[src/rtl/mem_port_arbiter.sv]
// mem_port_arbiter: shares one single-port memory among fetch, data and host requesters,
// with fetch anti-starvation, host burst locking and one-cycle read-return routing.
module mem_port_arbiter #(
  parameter int AW = 10,
  parameter int DW = 16,
  parameter int MAX_STALL = 3
) (
  input  logic          clk,
  input  logic          reset,
  input  logic          f_req,
  input  logic [AW-1:0] f_addr,
  output logic          f_gnt,
  output logic          f_rvalid,
  input  logic          d_req,
  input  logic          d_we,
  input  logic [AW-1:0] d_addr,
  input  logic [DW-1:0] d_wdata,
  output logic          d_gnt,
  output logic          d_rvalid,
  input  logic          h_req,
  input  logic          h_we,
  input  logic [AW-1:0] h_addr,
  input  logic [DW-1:0] h_wdata,
  input  logic          h_lock,
  output logic          h_gnt,
  output logic          h_rvalid,
  output logic [DW-1:0] rdata,
  output logic          mem_en,
  output logic          mem_we,
  output logic [AW-1:0] mem_addr,
  output logic [DW-1:0] mem_wdata,
  input  logic [DW-1:0] mem_rdata
);
  localparam int SW = $clog2(MAX_STALL + 1);
  localparam logic [0:0] ARB = 1'b0;
  localparam logic [0:0] LOCK = 1'b1;
  logic [0:0]    state;
  logic [SW-1:0] stall_cnt;
  logic          rr_last;
  logic          force_f;
  logic          arb;
  // rr_last: 0 = fetch won last, 1 = host won last
  assign arb     = !reset && state == ARB;
  assign force_f = arb && f_req && stall_cnt == SW'(MAX_STALL);
  assign f_gnt   = force_f || (arb && !d_req && f_req && (!h_req || rr_last));
  assign d_gnt   = arb && !force_f && d_req;
  assign h_gnt   = !reset && h_req &&
                   (state == LOCK || (arb && !force_f && !d_req && (!f_req || !rr_last)));
  assign mem_en    = f_gnt || d_gnt || h_gnt;
  assign mem_we    = (d_gnt && d_we) || (h_gnt && h_we);
  assign mem_addr  = f_gnt ? f_addr : d_gnt ? d_addr : h_gnt ? h_addr : '0;
  assign mem_wdata = d_gnt ? d_wdata : h_gnt ? h_wdata : '0;
  assign rdata     = (f_rvalid || d_rvalid || h_rvalid) ? mem_rdata : '0;
  always_ff @(posedge clk or posedge reset) begin
    if (reset) begin
      state     <= ARB;
      stall_cnt <= '0;
      rr_last   <= 1'b0;
      f_rvalid  <= 1'b0;
      d_rvalid  <= 1'b0;
      h_rvalid  <= 1'b0;
    end else begin
      state     <= state == ARB ? ((h_gnt && h_lock) ? LOCK : ARB) : ((h_lock && h_req) ? LOCK : ARB);
      stall_cnt <= (f_gnt || !f_req) ? '0 :
                   stall_cnt == SW'(MAX_STALL) ? stall_cnt : stall_cnt + SW'(1);
      rr_last   <= f_gnt ? 1'b0 : h_gnt ? 1'b1 : rr_last;
      f_rvalid  <= f_gnt;
      d_rvalid  <= d_gnt && !d_we;
      h_rvalid  <= h_gnt && !h_we;
    end
  end
endmodule
[config.mk]
export PLATFORM = sky130hd
export DESIGN_NAME = mem_port_arbiter
export DESIGN_NICKNAME = d
export VERILOG_FILES = /design/src/rtl/mem_port_arbiter.sv
export SDC_FILE = /design/constraint.sdc
export NUM_CORES = 1
export LEC_CHECK = 0
export CAP_MARGIN = 30
export CORE_AREA = 2 2 52 54
export DETAILED_ROUTE_END_ITERATION = 6
export DIE_AREA = 0 0 54 56
export DONT_BUFFER_PORTS = 1
export HOLD_SLACK_MARGIN = 0.06
export PLACE_DENSITY = 0.53
export SLEW_MARGIN = 25
export SYNTH_ARGS = -nofsm -noshare
export SYNTH_HDL_FRONTEND = slang
export SYNTH_SLANG_ARGS = --single-unit
export TNS_END_PERCENT = 30
[constraint.sdc]
create_clock -name clk -period 3.1 [get_ports clk]
set_clock_uncertainty 0.2 [all_clocks]
set_input_delay 0.93 -clock clk [delete_from_list [all_inputs] [get_ports clk]]
set_output_delay 0.93 -clock clk [all_outputs]
set_load 0.01 [all_outputs]
## Yosys cells after proc, flatten, opt, wreduce, memory -nomap -nowiden

Index checks and enable logic that the tools add are counted.

- Flip-flop bits (word level): 7

- Bitwise gates (word level): 1
- $add $sub $neg: 1
- Equality and inequality tests: 2
- Reduce and logical (&&, ||, !) cells: 37
- Mux-type cells: 13

Operator list:

| operator | number |
|---|---|
| $mux W16 | 3 |
| $mux W10 | 3 |
| $logic_and A1 B1 Y1 | 18 |
| $logic_or A1 B1 Y1 | 10 |
| $logic_not A1 Y1 | 8 |
| $mux W1 | 5 |
| $mux W2 | 2 |
| $add A2 B1 Y2 const B | 1 |
| $eq A2 B2 Y1 const B | 1 |
| $ne A2 B2 Y1 const B | 1 |
| $reduce_bool A2 Y1 | 1 |
| $not A1 Y1 | 1 |

## Logic depth before layout (Yosys ltp)

- Depth in word-level cells: 13
- Gate-level depth with buffers: 7
- Depth with buffers taken out: 5

## Worst setup path after synthesis

No wires, ideal clock.

- Path kind: input port to output port
- Start: input reset
- End: output mem_wdata[10]
- Stages: 5
- Path buffers: 2
- Required time: 1.970 ns
- Setup slack: 0.063 ns
- Arrival time: 1.907 ns
- Path through: inv_1 o2111a_2 buf_6 buf_2 a22o_1

- Word-level cells in the longest chain between the ends: 12
- Elaborated cells between the ends (all ways): 14

Ends and longest elaborated chain:

| what | RTL line | source |
|---|---|---|
| from (decl) | 9 | `input logic reset,` |
| $logic_not A1 Y1 (no line) * | -- |  |
| $logic_and A1 B1 Y1 | 43 | `assign arb = !reset && state == ARB;` |
| $logic_and A1 B1 Y1 (2 in series) | 44 | `assign force_f = arb && f_req && stall_cnt == SW'(MAX_STALL);` |
| $logic_not A1 Y1 | 48 | `(state == LOCK \|\| (arb && !force_f && !d_req && (!f_req \|\| !rr_last)));` |
| $logic_and A1 B1 Y1 (3 in series) | 48 |  |
| $logic_or A1 B1 Y1 | 48 |  |
| $logic_and A1 B1 Y1 * | 47 | `assign h_gnt = !reset && h_req &&` |
| via h_gnt | 25 | `output logic h_gnt,` |
| $mux W16 * (2 in series) | 52 | `assign mem_wdata = d_gnt ? d_wdata : h_gnt ? h_wdata : '0;` |
| to (decl) | 31 | `output logic [DW-1:0] mem_wdata,` |

Mark *: on every way through the listed nets, which the timed path passes. The rest lies on a longest branch.

## Worst setup path after layout

- Start: input f_req
- End: output mem_addr[0]

- Word-level cells in the longest chain between the ends: 11
- Elaborated cells between the ends (all ways): 17

Ends and longest elaborated chain:

| what | RTL line | source |
|---|---|---|
| from (decl) | 10 | `input logic f_req,` |
| $logic_and A1 B1 Y1 (2 in series) | 44 |  |
| $logic_not A1 Y1 | 46, 48 |  |
| $logic_and A1 B1 Y1 | 46, 48 |  |
| $logic_and A1 B1 Y1 (2 in series) | 48 |  |
| $logic_or A1 B1 Y1 | 48 |  |
| $logic_and A1 B1 Y1 | 47 |  |
| $mux W10 (2 in series) | 51 | `assign mem_addr = f_gnt ? f_addr : d_gnt ? d_addr : h_gnt ? h_addr : '0;` |
| $mux W10 * | 51 |  |
| to (decl) | 30 | `output logic [AW-1:0] mem_addr,` |

Mark *: on every way between the ends. The rest lies on a longest branch, timed or not.

==> results.txt <==
----------------------------------------------------
[Finish]
  Area of combinational cells with multiple inputs ... 652 um^2
  Final standard cell utilization of the core ... 39.1%
  Post-layout instance area ... 952 um^2
  Layout cells sized above 1 ... 25.0%
  Final std cells w/o fill ... 126
  Nets@finish ... 184
  Total inserted antenna cells ... 0
  Area of all sequential standard cells ... 175 um^2
  Post-synthesis to final-layout area growth ... 11.1%
  Number of fill cells ... 252

[Worst setup path]
  Slowest stage cell on the critical path ... sky130_fd_sc_hd__o2111a_1
  Worst setup EP type ... output pin
  R2R Path Start ... stall_cnt[0]
  Worst setup path endpoint ... mem_addr[0]
  R2R Path End ... state
  CP required ... 1.97 ns
  Path depth of the worst reg2reg path ... 6
  Buffer and inverter count on the worst path ... 0
  Class of the most critical setup path ... primary input to output pin
  Critical Path Start Type ... primary input
  Launching instance or port of the critical path ... f_req
  Worst reg-to-reg setup slack ... 1.29 ns
  Largest fanout of any net on the critical path ... 5
  Logic depth of the worst path, buffers included ... 4
  Worst Path Arrival ... 1.89 ns
  Delay of the slowest critical-path stage ... 0.35 ns
  Cells along the critical path ... nand2b_1 -> o2111a_1 -> a22o_1 -> mux2_2
  Crit path max-delay family ... compound AO/OA/AOI/OAI gates

[Placement]
  Placer's final routability congestion estimate ... 0.713
  Number of I/O port buffers ... 0
  Cell area after placement ... 900 um^2
  Post-placement cell count ... 120
  Hpwl dp ... 2.12 mm

[CTS]
  Clock buffers created by TritonCTS ... 3
  Max Buffers Root-to-Sink ... 2
  Depth of the CTS H-tree ... 1
  Clock Tree Root ... sky130_fd_sc_hd__clkbuf_4
  Clock latency of the later-clocked register in the worst-skew pair ... 0.24 ns
  TritonCTS clock tree ... yes
  Clock transition at the registers of the reported paths ... 0.05 ns
  Sink Count ... 7

[Synth]
  Sequential cell area fraction in the yosys report ... 20.4%
  Adder-Cell Fraction of Synth Area ... 1.46%
  Synth Register Bits ... 7
  Dominant combinational cell family by area after synthesis ... compound AO/OA/AOI/OAI gates
  Mapped cell area ... 857 um^2
  Syn_nets ... 180
  Post-synthesis mux area share ... 17.1%
  Synthesized-area fraction occupied by ao, oa, aoi and oai cells ... 32.6%
  Ys Warns ... 0
  Mean instance size in the synthesized netlist ... 9.22 um^2
  Count of flip-flops with a built-in enable after synthesis ... 0
  Simple-Gate Fraction of Synth Area ... 20.9%
  Top_reg_cell synth ... sky130_fd_sc_hd__dfrtp_1
  Count of unique library cells instantiated by Yosys ... 21
  Async set-reset flop share out of synthesis ... 100%
  Gate Count Post-Synth ... 93
  Share of the synthesized netlist area taken by xor and xnor gates ... 1.02%

[GRT]
  Antenna violations before repair ... 0
  Pin count of the biggest net entering global routing ... 31
  Global-route wire length before repair ... 3.44 mm
  Global route overflow ... 0
  Via count of the first global-routing pass ... 678
  Aggregate global-route resource usage ... 15.1%

[Floorplanning]
  Die Area ... 0.00302 mm^2
  Core Area ... 0.00243 mm^2
  Placement Rows ... 18
  Die extent in y ... 56 um
  Floorplan die width ... 54 um
  Number of ports placed on the die boundary ... 136
  Starting Density ... 35.2%

[STA]
  Number of hold-slack violations in the final timing report ... 0
  Fin. max-slew vios ... 0
  Worst relative slew slack ... 79.5%
  Period minus WS final ... 3.02 ns
  Slew at the pin closest to its max-slew limit ... 0.307 ns
  Setup Viol. Count Final ... 0
  Highest clock frequency the design can meet ... 332 MHz
  Final hold slack ... 0.358 ns
  Portion of the clock cycle consumed by the worst path in the final layout ... 97.3%

[Worst hold path]
  Worst min path class ... flop to flop
  Startpoint of the worst hold path ... rr_last
  Worst hold path depth ... 1

[Detailed routing]
  Vias post-DR ... 817
  Routed wire length per instance ... 22.2 um
  Starting DRT DRC Count ... 18
  Routed wire length ... 2.80 mm
  First drt pass iteration count ... 4
  DRC viols ... 0
  Via density ... 6.48
  Antenna Nets Post-Route ... 0

[Power and ir drop]
  Power density over cell area ... 380 mW/mm^2
  Total design power ... 0.362 mW
  Max VDD drop ... 0.219 mV
  Leakage power ... 0.430 nW

[Run]
  Number of maximum-capacitance constraint violations ... 0

[Run status]
  Status ... finished clean

----------------------------------------------------
-- cell usage after synthesis (all sizes together), types with 2 or more instances --
cell type / count / area [um^2]
a22o: 27 / 236
nor2b: 19 / 119
mux2: 11 / 146
buf: 7 / 41.3
dfrtp: 7 / 175
and3: 3 / 23.8
inv: 3 / 11.3
nor2: 3 / 11.3
a21oi: 2 / 10.0
nand2: 2 / 7.51
nand2b: 2 / 12.5
-- worst reg2reg max path: cells and delay by family, from the launching register on --
kind / cells / cell delay [ns]
buffers and inverters: 1 / 0.22
DFF: 1 / 0.39
AOI/OAI and AO/OA: 2 / 0.35
and+or+nand+nor: 2 / 0.31
adders and majority gates: 1 / 0.30
-- cells by family (layout without fill, tap and decap cells) --
kind of cell	after synthesis	count (layout)
compound gates	32	34
simple gates	30	30
mux	11	11
buf+inv	11	12
flops	7	7
fa+ha+maj	1	1
xor+xnor	1	1
-- timing repair --
action	4_1_cts	5_1_grt
hold buffers	0	0
gates cloned	0	2
endpoints found under the setup margin	8	10
pin swaps	1	0
gates resized for setup	0	2
buffers inserted	0	0
-- where the power goes --
part / internal [mW] / switching, mW / total, mW
clock network: 0.0489 / 0.0298 / 0.0787
logic: 0.0761 / 0.0931 / 0.169
registers: 0.103 / 0.0105 / 0.114
total: 0.228 / 0.133 / 0.362
-- routing by layer --
metal  routed length [um]  up-vias  GRT usage, %
met4                    0        0          3.21
met2                 1540       72          27.5
li1                     -      362             -
met5                    0        -             0
met1                  982      383          16.9
met3                  281        0          3.76
-- layout by cell type (no fill, tap or decap), drive strengths merged, types with 2 or more instances in the layout --
| cell type | instances |
|---|---|
| clkbuf | 4 |
| dfrtp | 7 |
| and3 | 3 |
| buf | 5 |
| a22o | 27 |
| inv | 3 |
| mux2 | 11 |
| nand2b | 2 |
| nor2b | 19 |
| nand2 | 2 |
| o2111a | 3 |
| nor2 | 3 |
| a21oi | 2 |
-- state kept, by name, indices dropped and copies added, names as in the netlist --
name       count
d_rvalid       1
h_rvalid       1
rr_last        1
f_rvalid       1
state          1
stall_cnt      2
-- stage by stage --
stage | TNS (ns) | worst slack (ns)
CTS | 0 | 0.000260
floorplan | 0 | 0.0634
detailed placement | 0 | 0.0585
global route | -0.0134 | -0.00876
finish | 0 | 0.0848
global placement | 0 | 0.0886
-- layout make-up --
cell class	count	share of cell area, %
multi-input combinational	77	68.5
sequential	7	18.4
timing repair buffer	5	5.26
tap	30	3.94
clock buffer	4	2.76
inverter	3	1.18
-- how the worst min path moves through the flow --
stage                          to  slack, ns
after CTS                 rr_last       0.35
after detailed placement  rr_last       0.34
after floorplan           rr_last       0.29
final                     rr_last       0.36
after global routing      rr_last       0.39
after global placement    rr_last       0.34
No activity file was read; power rests on OpenSTA's default activity.
